--- src/rtl/proctypes.sv ---
// Shared processor types for the fetch/decode slice.
// Instruction, address and fetch handshake definitions.
package proctypes;

   localparam int INSTRUCTION_WIDTH = 32;
   localparam int ADDR_WIDTH        = 32;
   localparam int OPCODE_WIDTH      = 4;
   localparam int DECODE_DEPTH      = 8;

   typedef logic [INSTRUCTION_WIDTH-1:0] Instruction;
   typedef logic [ADDR_WIDTH-1:0]        InstructionAddr;

   typedef enum logic {
      fetchDequeue = 1'b0,
      fetchHold    = 1'b1
   } FetchAction;

   typedef enum logic [1:0] {
      DS_RUN,
      DS_COOL,
      DS_DRAIN,
      DS_DONE
   } DecodeState;

   typedef struct packed {
      InstructionAddr pc;
      Instruction     inst;
   } fifo_entry_t;

   // An all-zero word marks the end of the program.
   function automatic logic is_eop(Instruction i);
      return i == '0;
   endfunction

endpackage

--- src/rtl/sync_fifo.sv ---
// Synchronous FIFO with a registered head entry.
// Push while full succeeds only together with a pop.
module sync_fifo #(
   parameter  int WIDTH = 64,
   parameter  int DEPTH = 8,
   localparam int AW    = $clog2(DEPTH),
   localparam int CW    = AW + 1
) (
   input  logic             clk,
   input  logic             rst,
   input  logic             push,
   input  logic [WIDTH-1:0] wdata,
   input  logic             pop,
   output logic [WIDTH-1:0] rdata,
   output logic             full,
   output logic             empty,
   output logic [CW-1:0]    count
);

   logic [WIDTH-1:0] mem [DEPTH];
   logic [AW-1:0]    rd_ptr;
   logic [AW-1:0]    wr_ptr;
   logic [AW-1:0]    rd_nxt;
   logic [CW-1:0]    count_nxt;
   logic [WIDTH-1:0] head_nxt;
   logic             do_push;
   logic             do_pop;

   assign full  = count == CW'(DEPTH);
   assign empty = count == '0;

   // Qualify requests and precompute the head for next cycle.
   always_comb begin
      do_pop    = pop && !empty;
      do_push   = push && (!full || do_pop);
      rd_nxt    = rd_ptr + AW'(do_pop);
      count_nxt = count + CW'(do_push) - CW'(do_pop);
      head_nxt  = rdata;
      if (count_nxt != '0) begin
         if (count == CW'(do_pop))
            head_nxt = wdata;
         else
            head_nxt = mem[rd_nxt];
      end
   end

   // Storage array; stale contents are hidden by the pointers.
   always_ff @(posedge clk) begin
      if (do_push)
         mem[wr_ptr] <= wdata;
   end

   // Pointers, occupancy and registered head.
   always_ff @(posedge clk) begin
      if (rst) begin
         rd_ptr <= '0;
         wr_ptr <= '0;
         count  <= '0;
         rdata  <= '0;
      end else begin
         rd_ptr <= rd_nxt;
         wr_ptr <= wr_ptr + AW'(do_push);
         count  <= count_nxt;
         rdata  <= head_nxt;
      end
   end

endmodule

--- src/rtl/decode_stage.sv ---
// Decode stage: buffers fetched beats and paces fetch.
// Splits the head instruction into opcode and operand.
module decode_stage
   import proctypes::*;
#(
   parameter int DEPTH    = DECODE_DEPTH,
   parameter int COOLDOWN = 3
) (
   input  logic                   clk,
   input  logic                   rst,
   output FetchAction             action,
   input  logic                   instruction_valid,
   input  InstructionAddr         pc_in,
   input  Instruction             inst,
   output logic                   out_valid,
   input  logic                   out_ready,
   output InstructionAddr         out_pc,
   output logic [OPCODE_WIDTH-1:0] out_opcode,
   output logic [INSTRUCTION_WIDTH-OPCODE_WIDTH-1:0] out_operand,
   output logic                   program_done,
   output logic                   overflow_err
);

   localparam int CW  = $clog2(DEPTH) + 1;
   localparam int CDW = (COOLDOWN > 1) ? $clog2(COOLDOWN) : 1;

   fifo_entry_t    wr_entry;
   fifo_entry_t    head;
   logic           push_req;
   logic           pop;
   logic           full;
   logic           empty;
   logic [CW-1:0]  count;
   logic           eop;
   DecodeState     state;
   DecodeState     state_nxt;
   logic [CDW-1:0] cool;
   logic [CDW-1:0] cool_nxt;

   assign wr_entry = '{pc: pc_in, inst: inst};
   assign push_req = instruction_valid && !is_eop(inst);
   assign out_valid = !empty;
   assign pop = out_valid && out_ready;

   assign out_pc      = head.pc;
   assign out_opcode  = head.inst[INSTRUCTION_WIDTH-1 -: OPCODE_WIDTH];
   assign out_operand = head.inst[INSTRUCTION_WIDTH-OPCODE_WIDTH-1:0];

   sync_fifo #(
      .WIDTH ($bits(fifo_entry_t)),
      .DEPTH (DEPTH)
   ) u_fifo (
      .clk   (clk),
      .rst   (rst),
      .push  (push_req),
      .wdata (wr_entry),
      .pop   (pop),
      .rdata (head),
      .full  (full),
      .empty (empty),
      .count (count)
   );

   // Sticky drop flag and end-of-program marker.
   always_ff @(posedge clk) begin
      if (rst) begin
         overflow_err <= 1'b0;
         eop          <= 1'b0;
      end else begin
         if (push_req && full && !pop)
            overflow_err <= 1'b1;
         if (instruction_valid && is_eop(inst))
            eop <= 1'b1;
      end
   end

   // Fetch pacing state and cooldown counter.
   always_ff @(posedge clk) begin
      if (rst) begin
         state <= DS_RUN;
         cool  <= '0;
      end else begin
         state <= state_nxt;
         cool  <= cool_nxt;
      end
   end

   // Next state, fetch request and completion flag.
   always_comb begin
      state_nxt    = state;
      cool_nxt     = cool;
      action       = fetchHold;
      program_done = 1'b0;
      unique case (state)
         DS_RUN: begin
            if (!rst && !eop && count <= CW'(DEPTH - 4)) begin
               action    = fetchDequeue;
               state_nxt = DS_COOL;
               cool_nxt  = CDW'(COOLDOWN - 1);
            end
         end
         DS_COOL: begin
            if (cool == '0)
               state_nxt = DS_RUN;
            else
               cool_nxt = cool - CDW'(1);
         end
         DS_DRAIN: begin
            if (count == '0)
               state_nxt = DS_DONE;
         end
         DS_DONE: begin
            program_done = !rst;
         end
      endcase
      if (eop && (state == DS_RUN || state == DS_COOL))
         state_nxt = DS_DRAIN;
   end

endmodule

--- config.mk ---
export PLATFORM = sky130hd
export DESIGN_NAME = decode_stage
export DESIGN_NICKNAME = d
export VERILOG_FILES = /design/src/rtl/proctypes.sv /design/src/rtl/sync_fifo.sv /design/src/rtl/decode_stage.sv
export SDC_FILE = /design/constraint.sdc
export NUM_CORES = 1
export LEC_CHECK = 0
export BUFFER_PORTS_ARGS = -buffer_cell sky130_fd_sc_hd__buf_2
export CAP_MARGIN = 40
export CORE_MARGIN = 3
export CORE_UTILIZATION = 37
export CTS_CLUSTER_SIZE = 12
export DETAILED_ROUTE_END_ITERATION = 8
export GPL_TIMING_DRIVEN = 1
export PLACE_DENSITY = 0.64
export SLEW_MARGIN = 10
export SYNTH_ARGS = -nofsm -noshare
export SYNTH_HDL_FRONTEND = slang
export SYNTH_SLANG_ARGS = --single-unit
--- constraint.sdc ---
create_clock -name clk -period 6.9 [get_ports clk]
set_clock_uncertainty 0.2 [all_clocks]
set_input_delay 1.035 -clock clk [delete_from_list [all_inputs] [get_ports clk]]
set_output_delay 1.035 -clock clk [all_outputs]
set_load 0.1 [all_outputs]
* Word-level counts from Yosys, hierarchy flattened
Memory sizes are Yosys's and may differ from the RTL's.
Cells that the tools add are included.
** Cells by class
- Add/subtract/negate cells :: 5
- Order comparisons :: 1
- Equality and inequality tests :: 12
- Multiplexer cells :: 14
- Reductions and logical operators :: 30
** Operators by type and width (count)
- 2-to-1 mux 64 bit :: 1
- logical NOT 32 bit :: 1
- 2-to-1 mux 2 bit :: 6
- logical AND 1 bit :: 10
- != test 3 x 2 -> 1 bit, second input constant :: 3
- AND reduction 4 bit :: 2
- nonzero test 4 bit :: 2
- adder 3 x 1 -> 3 bit :: 2
- logical NOT 1 bit :: 6
- != test 2 bit, second input constant :: 3
- case mux 2 bit (3 select lines) :: 1
- 2-to-1 mux 1 bit :: 5
- adder 4 x 1 -> 4 bit :: 1
- == test 2 bit, second input constant :: 2
- == test 4 x 1 -> 1 bit :: 1
- == test 4 bit, second input constant :: 1
- less-or-equal comparator 4 x 3 -> 1 bit, second input constant :: 1
- logical NOT 2 bit :: 2
- logical NOT 4 bit :: 1
- case mux 2 bit (2 select lines) :: 1
- subtractor 4 x 1 -> 4 bit :: 1
- AND reduction 3 bit :: 1
- nonzero test 3 bit :: 1
- == test 2 x 1 -> 1 bit, second input constant :: 1
- 5 further kinds :: 6
** Word-level totals
- Register bits after elaboration :: 80
- Bits in writable memories :: 512
- Input bits :: 68
- Output and inout port bits :: 68
- Word-level logic and storage cells :: 72
- Memories kept :: 1
** Memory list
- u_fifo.mem :: depth 8, width 64, read ports 1, clocked after memory_dff 0, wr ports 1, RTL line sync_fifo.sv:20 : logic [WIDTH-1:0] mem [DEPTH];

* Logic depth before layout (Yosys ltp)
Gate-level depths: netlist of run 1.
- Depth after elaboration :: 9
- Gate-level depth with buffers :: 15

* Cells and area by module
A second synthesis of run 1 with hierarchy kept.
** Unflattened totals
- Cells, all modules :: 1226
- Area total of the unflattened synthesis :: 23483.8 µm²
** Modules (own cells, without submodules)
- sync_fifo :: instances 1, cells an instance 1169, area an instance 23070.9 µm², seq. area each 16856.2 µm²
- decode_stage :: instances 1, cells an instance 57, area an instance 412.9 µm², seq. area each 120.1 µm²

* Worst setup path before layout of run 1
Ideal clock, no wire load.
- Path kind :: in2reg
- Start point :: input port inst[14]
- End point :: memory u_fifo.mem[3][0], enable pin
- Setup time :: 0.578 ns
- Arrival :: 6.173 ns
- Slack :: -0.051 ns
- Stages :: 4
- Path buffers :: 0
- Path through :: nor4_1 -> nand4_1 -> o2111ai_1 -> nor3b_1
** On the way
- Word-level cells in the longest chain between the ends :: 6
** Ends and longest elaborated chain
- from (decl) :: RTL line decode_stage.sv:14 : input Instruction inst,
- logical NOT 32 bit :: RTL line proctypes.sv:32 : return i == '0;
- logical NOT 1 bit :: RTL line decode_stage.sv:41 : assign push_req = instruction_valid && !is_eop(inst);
- logical AND 1 bit :: RTL line decode_stage.sv:41
- logical AND 1 bit :: RTL line sync_fifo.sv:35 : do_push = push && (!full || do_pop);
- 2-to-1 mux 1 bit :: RTL line sync_fifo.sv:49 : if (do_push)
- 2-to-1 mux 1 bit (not written as such) :: RTL line sync_fifo.sv:50 : mem[wr_ptr] <= wdata;
- to (decl) :: RTL line sync_fifo.sv:20
No other way between the ends.

* Worst setup path in the final report of run 1
- Start point :: input port inst[30]
- End point :: register u_fifo.rdata[56]
** On the way
- Word-level cells in the longest chain between the ends :: 7
** Ends and longest elaborated chain
- logical NOT 32 bit :: RTL line proctypes.sv:32
- logical NOT 1 bit :: RTL line decode_stage.sv:41
- logical AND 1 bit :: RTL line decode_stage.sv:41
- logical AND 1 bit :: RTL line sync_fifo.sv:35
- adder 4 x 1 -> 4 bit :: RTL line sync_fifo.sv:37 : count_nxt = count + CW'(do_push) - CW'(do_pop);
- subtractor 4 x 1 -> 4 bit :: RTL line sync_fifo.sv:37
- nonzero test 4 bit :: RTL line sync_fifo.sv:39 : if (count_nxt != '0) begin
- to (signal assigned) :: RTL line sync_fifo.sv:64 : rdata <= head_nxt;
- to (decl) :: RTL line sync_fifo.sv:14 : output logic [WIDTH-1:0] rdata,
No other way between the ends.
A chain may end at the register's enable or synchronous reset.

==> results of run 1 <==
[layer usage]
layer | track usage | vias up | routed length [um]
met1 | 0.230 | 7651 | 26600
met4 | 0.0554 | 12 | 1390
met5 | 0 | - | 93
met2 | 0.299 | 463 | 30800
li1 | - | 6904 | -
met3 | 0.0448 | 123 | 4360
[sequential cells by signal, indices dropped and copies added (netlist names)]
| register | flops |
|---|---|
| cool | 2 |
| eop | 1 |
| overflow_err | 1 |
| state | 2 |
| u_fifo.count | 4 |
| u_fifo.mem | 512 |
| u_fifo.rd_ptr | 3 |
| u_fifo.rdata | 64 |
| u_fifo.wr_ptr | 3 |
[worst max-delay path, stage by stage]
cell and delay (ns):
sky130_fd_sc_hd__buf_2 0.16, sky130_fd_sc_hd__nor4_1 0.58, sky130_fd_sc_hd__nand4_1 0.41, sky130_fd_sc_hd__o21ai_0 0.27
sky130_fd_sc_hd__nor2_1 0.10, sky130_fd_sc_hd__ha_1 0.22, sky130_fd_sc_hd__inv_1 0.08, sky130_fd_sc_hd__fa_1 0.22
sky130_fd_sc_hd__xnor2_1 0.14, sky130_fd_sc_hd__a2111o_2 0.48, sky130_fd_sc_hd__nand4b_1 0.12, sky130_fd_sc_hd__buf_4 0.53
sky130_fd_sc_hd__o211ai_1 0.19
[kinds of logic after synthesis]
kind of cell | synth area share
fa+ha+maj | 0.00693
buf+inv | 0.0263
compound gates | 0.0390
simple gates | 0.130
xor+xnor | 0.00214
mux | 0.104
flops | 0.691
[Yosys cell counts (2+ instances only)]
master and count:
sky130_fd_sc_hd__nor3b_1 68, sky130_fd_sc_hd__nor2b_1 69, sky130_fd_sc_hd__nor4_1 8, sky130_fd_sc_hd__buf_1 18, sky130_fd_sc_hd__ha_1 12, sky130_fd_sc_hd__inv_1 14, sky130_fd_sc_hd__nor2_1 16, sky130_fd_sc_hd__clkbuf_2 6
sky130_fd_sc_hd__a2111o_1 2, sky130_fd_sc_hd__clkbuf_1 84, sky130_fd_sc_hd__edfxtp_1 512, sky130_fd_sc_hd__nand4_1 69, sky130_fd_sc_hd__nor3_1 4, sky130_fd_sc_hd__nand2_1 3, sky130_fd_sc_hd__nand3_1 322, sky130_fd_sc_hd__mux2i_1 256
sky130_fd_sc_hd__o21ai_0 69, sky130_fd_sc_hd__xor2_1 3, sky130_fd_sc_hd__o211ai_1 64, sky130_fd_sc_hd__buf_2 36, sky130_fd_sc_hd__o2111ai_1 2, sky130_fd_sc_hd__and2_1 2, sky130_fd_sc_hd__nand2b_1 3, sky130_fd_sc_hd__dfxtp_1 80
sky130_fd_sc_hd__xnor2_1 3, sky130_fd_sc_hd__a21oi_1 3
[worst paths after layout]
check,from,endpoint,slack [ns],cells after the start
max,inst[30],u_fifo.rdata[56],2.58,13
min,overflow_err,overflow_err,0.31,2
max reg2reg,u_fifo.count[2],u_fifo.rdata[56],2.85,14
min reg2reg,overflow_err,overflow_err,0.31,2
[power breakdown]
part           total [mW]  internal (mW)  leakage (nW)  switching [mW]
Clock                2.93           1.66         0.840            1.27
Combinational        4.68           1.30          2.74            3.38
Sequential           4.43           4.27          5.31           0.160
Total                12.0           7.23          8.89            4.81
[through the flow]
stage / power, mW / utilization / hold slack, ns
final: 12.0 / 0.432 / 0.313
after global routing: 12.6 / 0.432 / 0.337
after CTS: 12.1 / 0.432 / 0.311
after detailed placement: 9.19 / 0.405 / 0.301
after global placement: 9.02 / 0.402 / 0.288
after floorplan: 7.93 / - / 0.273
[cells in the final DEF (no fill, tap or decap), types with 2 or more instances in the layout]
master                        n
sky130_fd_sc_hd__nor2_4       2
sky130_fd_sc_hd__buf_16       6
sky130_fd_sc_hd__nand2_1      3
sky130_fd_sc_hd__xnor2_1      2
sky130_fd_sc_hd__nor2_1      14
sky130_fd_sc_hd__a21oi_1      3
sky130_fd_sc_hd__nor3b_1     64
sky130_fd_sc_hd__ha_4         2
sky130_fd_sc_hd__nand2b_1     3
sky130_fd_sc_hd__clkbuf_8     4
sky130_fd_sc_hd__inv_1       13
sky130_fd_sc_hd__o211ai_1    64
sky130_fd_sc_hd__nor4_1       8
sky130_fd_sc_hd__ha_1        10
sky130_fd_sc_hd__xor2_1       2
sky130_fd_sc_hd__nor3b_4      4
sky130_fd_sc_hd__o21ai_0     69
sky130_fd_sc_hd__clkinv_2     4
sky130_fd_sc_hd__dfxtp_1     80
sky130_fd_sc_hd__nand4_1     69
sky130_fd_sc_hd__nor3_2       2
sky130_fd_sc_hd__buf_2      134
sky130_fd_sc_hd__clkinv_1     3
sky130_fd_sc_hd__diode_2      4
sky130_fd_sc_hd__buf_4       28
sky130_fd_sc_hd__nor3_1       2
sky130_fd_sc_hd__and2_1       2
sky130_fd_sc_hd__clkbuf_16   61
sky130_fd_sc_hd__buf_12       6
sky130_fd_sc_hd__mux2i_1    256
sky130_fd_sc_hd__edfxtp_1   512
sky130_fd_sc_hd__nand3_1    322
sky130_fd_sc_hd__clkbuf_1    33
sky130_fd_sc_hd__o2111ai_1    2
sky130_fd_sc_hd__nor2b_1     69
[area by class of cell]
type | count | area [um^2]
flip-flops and latches | 592 | 17000
clock buffers | 98 | 1710
repair buffers | 174 | 1170
fillers | 5765 | 37000
diodes | 4 | 10.0
well taps | 855 | 1070
clock inverters | 7 | 31.3
multi-input cells | 991 | 7070
inverters | 14 | 57.6
==> flow_metrics.py, run 1 <==
metrics = {
    "detailed_routing": {
        "route.detailed.wl_per_inst_um": 23.1,
        "route.antenna.remaining_nets": 0,
        "drc_errors": 0,
        "avgViaCountPerCell": 5.54,
        "wirelength_mm": 63.2,
        "dr_total_vias": 15153,
        "drt_first_iter_violations": 1197,
        "drt-pass1-iter-count": 7,
    },
    "timing": {
        "fin_ws_ns": 2.58,
        "timing.final.hold_violations": 0,
        "worst_slew_margin_relative_to_its_limit": 0.413,
        "fin_crit_ns": 4.32,
        "setup_total_negative_slack_ns": 0,
        "fin_crit_sh": 0.626,
        "slew_of_the_pin_with_the_lowest_slew_margin_ns": 0.880,
        "maxSlewViolCount": 0,
        "setup_viol": 0,
        "maxClockFrequency_ghz": 0.232,
        "grt_setup_unrepaired": "false",
    },
    "worst_hold_path": {
        "hp-class": "flip-flop to flip-flop",
    },
    "clocking": {
        "cts_max_path_buffers": 3,
        "postCtsSetupRepairBufs": 0,
        "clock_slew_at_reported_path_ffs_ns": 0.06,
        "post_cts_resized": 0,
        "root_buffer": "sky130_fd_sc_hd__clkbuf_16",
        "cts_hold_repair.buffers": 0,
        "worstSkewPairLatency_ns": 0.60,
        "cts_made_buffers": 58,
        "htree_levels": 2,
        "numClockSinks": 592,
        "tritoncts": "built",
    },
    "grt": {
        "grt_antenna_before_repair": 12,
        "globalRoute.totalOverflow": 0,
        "grt_usage": 0.179,
        "grt_pass1_vias": 15504,
        "grt_start_max_net_pins": 130,
        "wire_length_of_the_first_global_routing_pass_mm": 96.6,
    },
    "floorplanning": {
        "floorplan.initialDensity": 0.378,
        "die_area_um2": 69500,
        "core_area_um2": 65000,
        "die-height_um": 264,
        "floorplan.die.width_um": 264,
        "boundaryPins": 136,
        "rows": 93,
    },
    "setup_path": {
        "critPathArrivalTime_ns": 4.56,
        "worst_setup_path_start_kind": "input pin",
        "crit_path_end_kind": "flip-flop",
        "cp.required_ns": 7.15,
        "crit_type": "input pin to flip-flop",
        "crit_fanout": 38,
    },
    "logic_synthesis": {
        "synth_area_leader_cell": "sky130_fd_sc_hd__edfxtp_1",
        "synth-seq-area-share": 0.691,
        "synthFlopType": "sky130_fd_sc_hd__edfxtp_1",
        "synth_largest_type_area_fraction": 0.626,
        "synthArstFlopShare": 0,
        "yosysUniqueCellTypes": 39,
        "synthesis.nets": 1822,
        "postSynthRegisterBits": 592,
        "synth.area.top_cells": "sky130_fd_sc_hd__edfxtp_1 63%, sky130_fd_sc_hd__mux2i_1 10%, sky130_fd_sc_hd__nand3_1 6.6%",
        "number_of_enable_type_register_cells_in_the_synthesized_netlist": 512,
        "yosysWarningCount": 0,
        "post_synth_inst_count": 1741,
        "syn_area_per_cell_um2": 14.1,
        "synth.cell_area_um2": 24600,
    },
    "final_layout": {
        "syn_to_final_growth_pct": 14.3,
        "final_net_count": 1912,
        "drive_gt1_frac": 0.140,
        "layout.cells.non_filler": 2735,
        "fin_area_um2": 28100,
    },
    "placement": {
        "post-place-ws_ns": 2.02,
        "hpwl_mm": 33.7,
        "place_congestion": 0.728,
        "port-buffer-count": 135,
        "dpl.cell_count": 2626,
        "placedInstanceArea_um2": 26300,
    },
    "power_and_ir_drop": {
        "power.ir.vdd_worst_mv": 0.303,
        "powerDensity_nw_per_um2": 429,
        "power_leakage_nw": 8.89,
    },
    "status": {
        "run_status": "finished clean",
    },
    "job": {
        "drv.max_cap_violation_count": 0,
    },
}
Power figures use the tool's default switching activity.
==> run 2, diff against run 1 <==
==> constraint.sdc (replaced) <==
create_clock -name clk -period 3.7 [get_ports clk]
set_clock_uncertainty 0.2 [all_clocks]
set_input_delay 0.555 -clock clk [delete_from_list [all_inputs] [get_ports clk]]
set_output_delay 0.555 -clock clk [all_outputs]
set_load 0.1 [all_outputs]
==> run 2 against run 1 <==
  * Die area is the same
  * Register-to-register slack got worse by 2.7 ns
  * Non-clock buffer count up 87
  * Sequential cell count is the same
  * Via count is 3.6% higher
  * Hold slack got worse by 0.28 ns
  * Global-route usage increased by 0.34 points
  * Setup slack worse by 2.4 ns
  * Critical path depth is 3 higher
  * Cell count grew 3.5%
  * Largest cell class unchanged
==> flow_metrics.py, run 2 (synthesis results as in run 1) <==
metrics = {
    "floorplanning": {
        "floorplan.die.width_um": 264,
        "core_area_um2": 65000,
        "boundaryPins": 136,
        "die_area_um2": 69500,
        "die-height_um": 264,
        "rows": 93,
        "floorplan.initialDensity": 0.378,
    },
    "clocking": {
        "tritoncts": "built",
        "root_buffer": "sky130_fd_sc_hd__clkbuf_16",
        "cts_max_path_buffers": 3,
        "clock_slew_at_reported_path_ffs_ns": 0.06,
        "cts_made_buffers": 61,
        "htree_levels": 2,
        "numClockSinks": 592,
        "worstSkewPairLatency_ns": 0.63,
    },
    "power_and_ir_drop": {
        "power_switching_mw": 9.44,
        "power_leakage_nw": 9.51,
        "internal_power_mw": 14.4,
        "powerDensity_nw_per_um2": 810,
        "power.ir.vdd_worst_mv": 0.737,
        "power.sequential.fraction": 0.348,
        "clock_share_of_power": 0.246,
        "power.share.combinational": 0.407,
        "power.share.switching": 0.396,
    },
    "setup_path": {
        "path_cells": "inv_1 > ha_2 > and2_4 > nor2b_4 > ha_1 > inv_1 > ha_2 > inv_1 > fa_2 > nand2b_1 > buf_4 > a2111oi_4 > buf_6 > clkbuf_16 > o21ai_0 > o211ai_1",
        "critPathArrivalTime_ns": 3.89,
        "cell_repeated_most_along_the_worst_path": "sky130_fd_sc_hd__inv_1",
        "crit_fanout": 5,
        "ff2ff_path_depth": 16,
        "worst-r2r-setup-slack_ns": 0.16,
        "cp_slowest_stage_delay_ns": 0.56,
        "worst_setup_path_start_kind": "flip-flop",
        "crit_path_end_kind": "flip-flop",
        "cp.required_ns": 4.05,
        "rr_startpoint": "u_fifo.count[3]",
        "regToRegEndpoint": "u_fifo.rdata[26]",
        "standard_cell_with_the_maximum_stage_delay_on_the_critical_path": "sky130_fd_sc_hd__fa_2",
        "crit_type": "flip-flop to flip-flop",
        "cp.buffers_inverters": 6,
        "timing.critical_path.max_delay_family": "adder cells",
    },
    "final_layout": {
        "drive_gt1_frac": 0.182,
        "syn_to_final_growth_pct": 19.6,
        "largest_register_ffs": 512,
        "final_net_count": 2002,
        "layout.cells.non_filler": 2832,
        "mostFrequentLayoutCells": "512 x sky130_fd_sc_hd__edfxtp_1, 322 x sky130_fd_sc_hd__nand3_1, 256 x sky130_fd_sc_hd__mux2i_1, 134 x sky130_fd_sc_hd__buf_2, 78 x sky130_fd_sc_hd__dfxtp_1",
        "fillCellCount": 5655,
        "registers.top_by_ff_count": "u_fifo.mem",
        "multi_input_comb_area_um2": 7100,
        "post-route-util": 0.452,
        "register_area_um2": 17000,
        "layout_top_registers": "u_fifo.mem: 512 flops, u_fifo.rdata: 64 flops, u_fifo.count: 4 flops",
        "mostFrequentLayoutCell": "sky130_fd_sc_hd__edfxtp_1",
    },
    "grt": {
        "wire_length_of_the_first_global_routing_pass_mm": 98.1,
        "grt_pass1_vias": 15775,
        "grt_antenna_before_repair": 7,
        "grt_start_max_net_pins": 129,
        "grt_usage": 0.183,
        "globalRoute.totalOverflow": 0,
    },
    "timing": {
        "fin_crit_sh": 0.958,
        "worst_slew_margin_relative_to_its_limit": 0.454,
        "whs_ns": 0.0308,
        "timing.final.hold_violations": 0,
        "fin_crit_ns": 3.54,
        "maxClockFrequency_ghz": 0.282,
        "setup_total_negative_slack_ns": 0,
        "setup_viol": 0,
        "slew_of_the_pin_with_the_lowest_slew_margin_ns": 0.814,
        "fin_ws_ns": 0.157,
        "maxSlewViolCount": 0,
    },
    "detailed_routing": {
        "route.detailed.wl_per_inst_um": 23.5,
        "wirelength_mm": 66.5,
        "drc_errors": 0,
        "dr_total_vias": 15693,
        "drt_first_iter_violations": 1385,
        "route.antenna.remaining_nets": 0,
        "avgViaCountPerCell": 5.54,
        "drt-pass1-iter-count": 5,
    },
    "worst_hold_path": {
        "whs_path_depth": 1,
        "hold_end": "u_fifo.mem[6][45]",
        "hp-class": "input pin to flip-flop",
        "worst_hold_startpoint": "pc_in[13]",
    },
    "placement": {
        "post-place-ws_ns": -0.336,
        "port-buffer-count": 135,
        "hpwl_mm": 34.8,
        "place_congestion": 0.781,
        "dpl.cell_count": 2687,
    },
    "status": {
        "run_status": "finished clean",
    },
    "job": {
        "drv.max_cap_violation_count": 0,
    },
}
==> run 2: metrics by stage <==
step                      power (mW)  cell area [um^2]
after floorplan                 14.8             24600
after global placement          17.3             27000
after detailed placement        17.4             27000
after CTS                       23.5             29100
after global routing            24.8             29400
final                           23.8             29400
==> run 2: layer usage <==
metal  routed length, um  GRT usage  part of all wire  vias up
met4                1670     0.0502             0.025        2
met5                  12          0           0.00018        -
met3                4030     0.0337             0.061      103
met1               29100      0.248              0.44     7970
li1                    -          -                 -     7099
met2               31600      0.301              0.48      519
==> run 2: how the worst max path moves through the flow <==
stage / start / to / slack (ns) / depth (start not counted)
6_report: u_fifo.count[3] / u_fifo.rdata[26] / 0.16 / 16
5_1_grt: u_fifo.count[3] / u_fifo.rdata[26] / -0.007 / 16
3_5_place_dp: inst[4] / u_fifo.rdata[11] / -0.34 / 14
4_1_cts: u_fifo.count[2] / u_fifo.rdata[46] / 0.05 / 15
3_3_place_gp: inst[4] / u_fifo.rdata[3] / -0.51 / 14
2_1_floorplan: u_fifo.count[2] / u_fifo.mem[2][0] / -0.66 / 6
==> run 2: final cells by class <==
type,instances,area share
Multi-Input combinational cell,991,0.241
Clock buffer,98,0.0594
Antenna cell,5,0.000426
Timing Repair Buffer,261,0.0771
Sequential cell,592,0.578
Clock inverter,16,0.00558
Tap cell,855,0.0364
Inverter,14,0.00187
==> run 2: timing repair <==
item	4_1_cts	5_1_grt
endpoints found under the setup margin	54	64
pin swaps	0	2
hold buffers	10	0
setup buffers	3	3
cloned	2	8
resized for setup	4	20
endpoints found under the hold margin	67	0
==> run 2: power by group through the flow <==
stage	logic [mW]	registers, mW	clock network (mW)
floorplan	4.46	10.3	0
global placement	8.86	8.41	0
detailed placement	9.02	8.41	0
CTS	9.25	8.28	5.96
global route	10.3	8.33	6.23
finish	9.68	8.28	5.85
==> run 3, diff against run 2 <==
--- a/config.mk
+++ b/config.mk
@@ -13,6 +13,7 @@
 export DETAILED_ROUTE_END_ITERATION = 8
 export GPL_TIMING_DRIVEN = 1
 export PLACE_DENSITY = 0.64
+export SETUP_SLACK_MARGIN = 0.5
 export SLEW_MARGIN = 10
 export SYNTH_ARGS = -nofsm -noshare
 export SYNTH_HDL_FRONTEND = slang
==> run 3 against run 2 <==
  * Sequential share of layout area shrank 0.96 points
  * Count of clock-buffer cells in the layout shrank 3
  * Setup slack gained 0.22 ns
  * Clock power shrank 3%
  * Cell count grew 0.64%
  * Sequential power is essentially flat
  * Via count grew 0.97%
  * Combinational power grew 6%
  * Maximum frequency grew 6.6%
  * Hold slack lost 0.012 ns
  * Critical path depth grew 1
  * First-iteration DRC count shrank 6.6%
  * Critical path type unchanged
  * Largest power group unchanged
==> flow_metrics.py, run 3 (synthesis results as in run 1) <==
metrics = {
    "timing": {
        "maxSlewViolCount": 0,
        "grt_setup_unrepaired": "true",
        "maxClockFrequency_ghz": 0.301,
        "worst_slew_margin_relative_to_its_limit": 0.532,
        "fin_crit_sh": 0.898,
        "setup_viol": 0,
        "fin_ws_ns": 0.377,
        "slew_of_the_pin_with_the_lowest_slew_margin_ns": 0.703,
        "fin_crit_ns": 3.32,
        "timing.final.hold_violations": 0,
    },
    "power_and_ir_drop": {
        "power_leakage_nw": 9.67,
        "power.ir.vdd_worst_mv": 0.920,
        "powerDensity_nw_per_um2": 813,
        "totalPowerFinal_mw": 24.3,
    },
    "grt": {
        "grt_start_max_net_pins": 129,
        "grt_usage": 0.184,
        "grt_pass1_vias": 15848,
        "wire_length_of_the_first_global_routing_pass_mm": 98.7,
        "globalRoute.totalOverflow": 0,
        "grt_antenna_before_repair": 9,
    },
    "final_layout": {
        "mostFrequentLayoutCell": "sky130_fd_sc_hd__edfxtp_1",
        "registers.top_by_ff_count": "u_fifo.mem",
        "syn_to_final_growth_pct": 21.6,
        "layout_top_registers": "u_fifo.mem: 512 flops, u_fifo.rdata: 64 flops, u_fifo.count: 4 flops",
        "fin_area_um2": 29900,
        "mostFrequentLayoutCells": "512 x sky130_fd_sc_hd__edfxtp_1, 321 x sky130_fd_sc_hd__nand3_1, 256 x sky130_fd_sc_hd__mux2i_1, 134 x sky130_fd_sc_hd__buf_2, 78 x sky130_fd_sc_hd__dfxtp_1",
        "drive_gt1_frac": 0.209,
        "final_net_count": 2022,
        "largest_register_ffs": 512,
    },
    "setup_path": {
        "cp.buffers_inverters": 7,
        "crit_type": "flip-flop to flip-flop",
        "worst-r2r-setup-slack_ns": 0.38,
        "crit_fanout": 5,
        "worst_setup_path_start_kind": "flip-flop",
        "cp.required_ns": 4.04,
        "path_cells": "inv_2 > ha_4 > and2_4 > nor2b_4 > ha_4 > inv_4 > ha_4 > inv_2 > fa_2 > nand2b_4 > buf_6 > a2111oi_4 > buf_6 > buf_6 > clkbuf_16 > o21ai_1 > o211ai_1",
        "crit_path_end_kind": "flip-flop",
        "standard_cell_with_the_maximum_stage_delay_on_the_critical_path": "sky130_fd_sc_hd__fa_2",
        "rr_startpoint": "u_fifo.count[3]",
        "critPathArrivalTime_ns": 3.66,
        "crit_path_start": "u_fifo.count[3]",
        "timing.critical_path.max_delay_family": "adder cells",
        "cp_slowest_stage_delay_ns": 0.57,
    },
    "clocking": {
        "tritoncts": "built",
        "worstSkewPairLatency_ns": 0.62,
        "htree_levels": 2,
        "cts_max_path_buffers": 3,
        "cts_made_buffers": 60,
        "clock_slew_at_reported_path_ffs_ns": 0.06,
        "root_buffer": "sky130_fd_sc_hd__clkbuf_16",
        "numClockSinks": 592,
    },
    "detailed_routing": {
        "dr_total_vias": 15846,
        "drt_first_iter_violations": 1294,
        "drt-pass1-iter-count": 5,
        "drc_errors": 0,
        "route.antenna.remaining_nets": 0,
        "avgViaCountPerCell": 5.56,
        "route.detailed.wl_per_inst_um": 23.0,
        "wirelength_mm": 65.6,
    },
    "floorplanning": {
        "rows": 93,
        "floorplan.die.width_um": 264,
        "boundaryPins": 136,
        "die-height_um": 264,
        "floorplan.initialDensity": 0.378,
        "die_area_um2": 69500,
        "core_area_um2": 65000,
    },
    "worst_hold_path": {
        "worst_hold_startpoint": "inst[13]",
        "hp-class": "input pin to flip-flop",
    },
    "placement": {
        "post-place-ws_ns": -0.280,
        "port-buffer-count": 135,
        "place_congestion": 0.771,
        "placedInstanceArea_um2": 27200,
        "hpwl_mm": 34.0,
    },
    "job": {
        "drv.max_cap_violation_count": 0,
    },
    "status": {
        "run_status": "finished clean",
    },
}
==> run 3: worst paths after layout <==
path | endpoint | cells after the start
setup / recovery | u_fifo.rdata[39] | 17
hold / removal | u_fifo.mem[3][13] | 1
setup reg to reg | u_fifo.rdata[39] | 17
hold reg to reg | overflow_err | 2
==> run 3: cell type report <==
type                    count  area [um^2]
well taps                 855         1070
inverters                  14         57.6
clock inverters            16          109
multi-input cells         991         7350
clock buffers              95         1710
flip-flops and latches    592        17000
fillers                  5634        35200
diodes                      5         12.5
repair buffers            282         2590
==> run 3: where the power goes <==
part	internal, mW	switching (mW)
sequential	7.96	0.343
combinational	3.52	6.78
clock	3.18	2.50
total	14.7	9.63
==> run 3: routing by layer <==
metal | global-route usage | vias up | routed length (um)
met4 | 0.0624 | 10 | 2030
met1 | 0.247 | 7926 | 27700
li1 | - | 7161 | -
met3 | 0.0356 | 133 | 4780
met2 | 0.299 | 616 | 31100
met5 | 0 | - | 46
==> run 3: repair_timing <==
action,CTS,global route
endpoints found under the setup margin,64,64
hold buffers,11,0
resized for setup,62,47
endpoints found under the hold margin,51,0
pin swaps,20,49
buffers inserted,20,2
cloned,9,3
==> run 3: worst register-to-register path, delay by kind of cell (launching register included) <==
kind,cells,cell delay [ns]
DFF,1,0.35
adders and majority gates,4,1.08
AOI/OAI and AO/OA,3,0.52
buffers and inverters,7,0.76
and+or+nand+nor,3,0.35
==> run 3: through the flow <==
| step | TNS, ns | utilization | std cells | hold slack, ns |
|---|---|---|---|---|
| floorplan | 0 | - | 1741 | 0.273 |
| global placement | -15.92 | 0.417 | 2688 | 0.246 |
| detailed placement | -15.83 | 0.417 | 2689 | 0.240 |
| CTS | 0 | 0.456 | 2840 | 0.000417 |
| global route | 0 | 0.459 | 2848 | 0.0101 |
| finish | 0 | 0.459 | 2850 | 0.0184 |
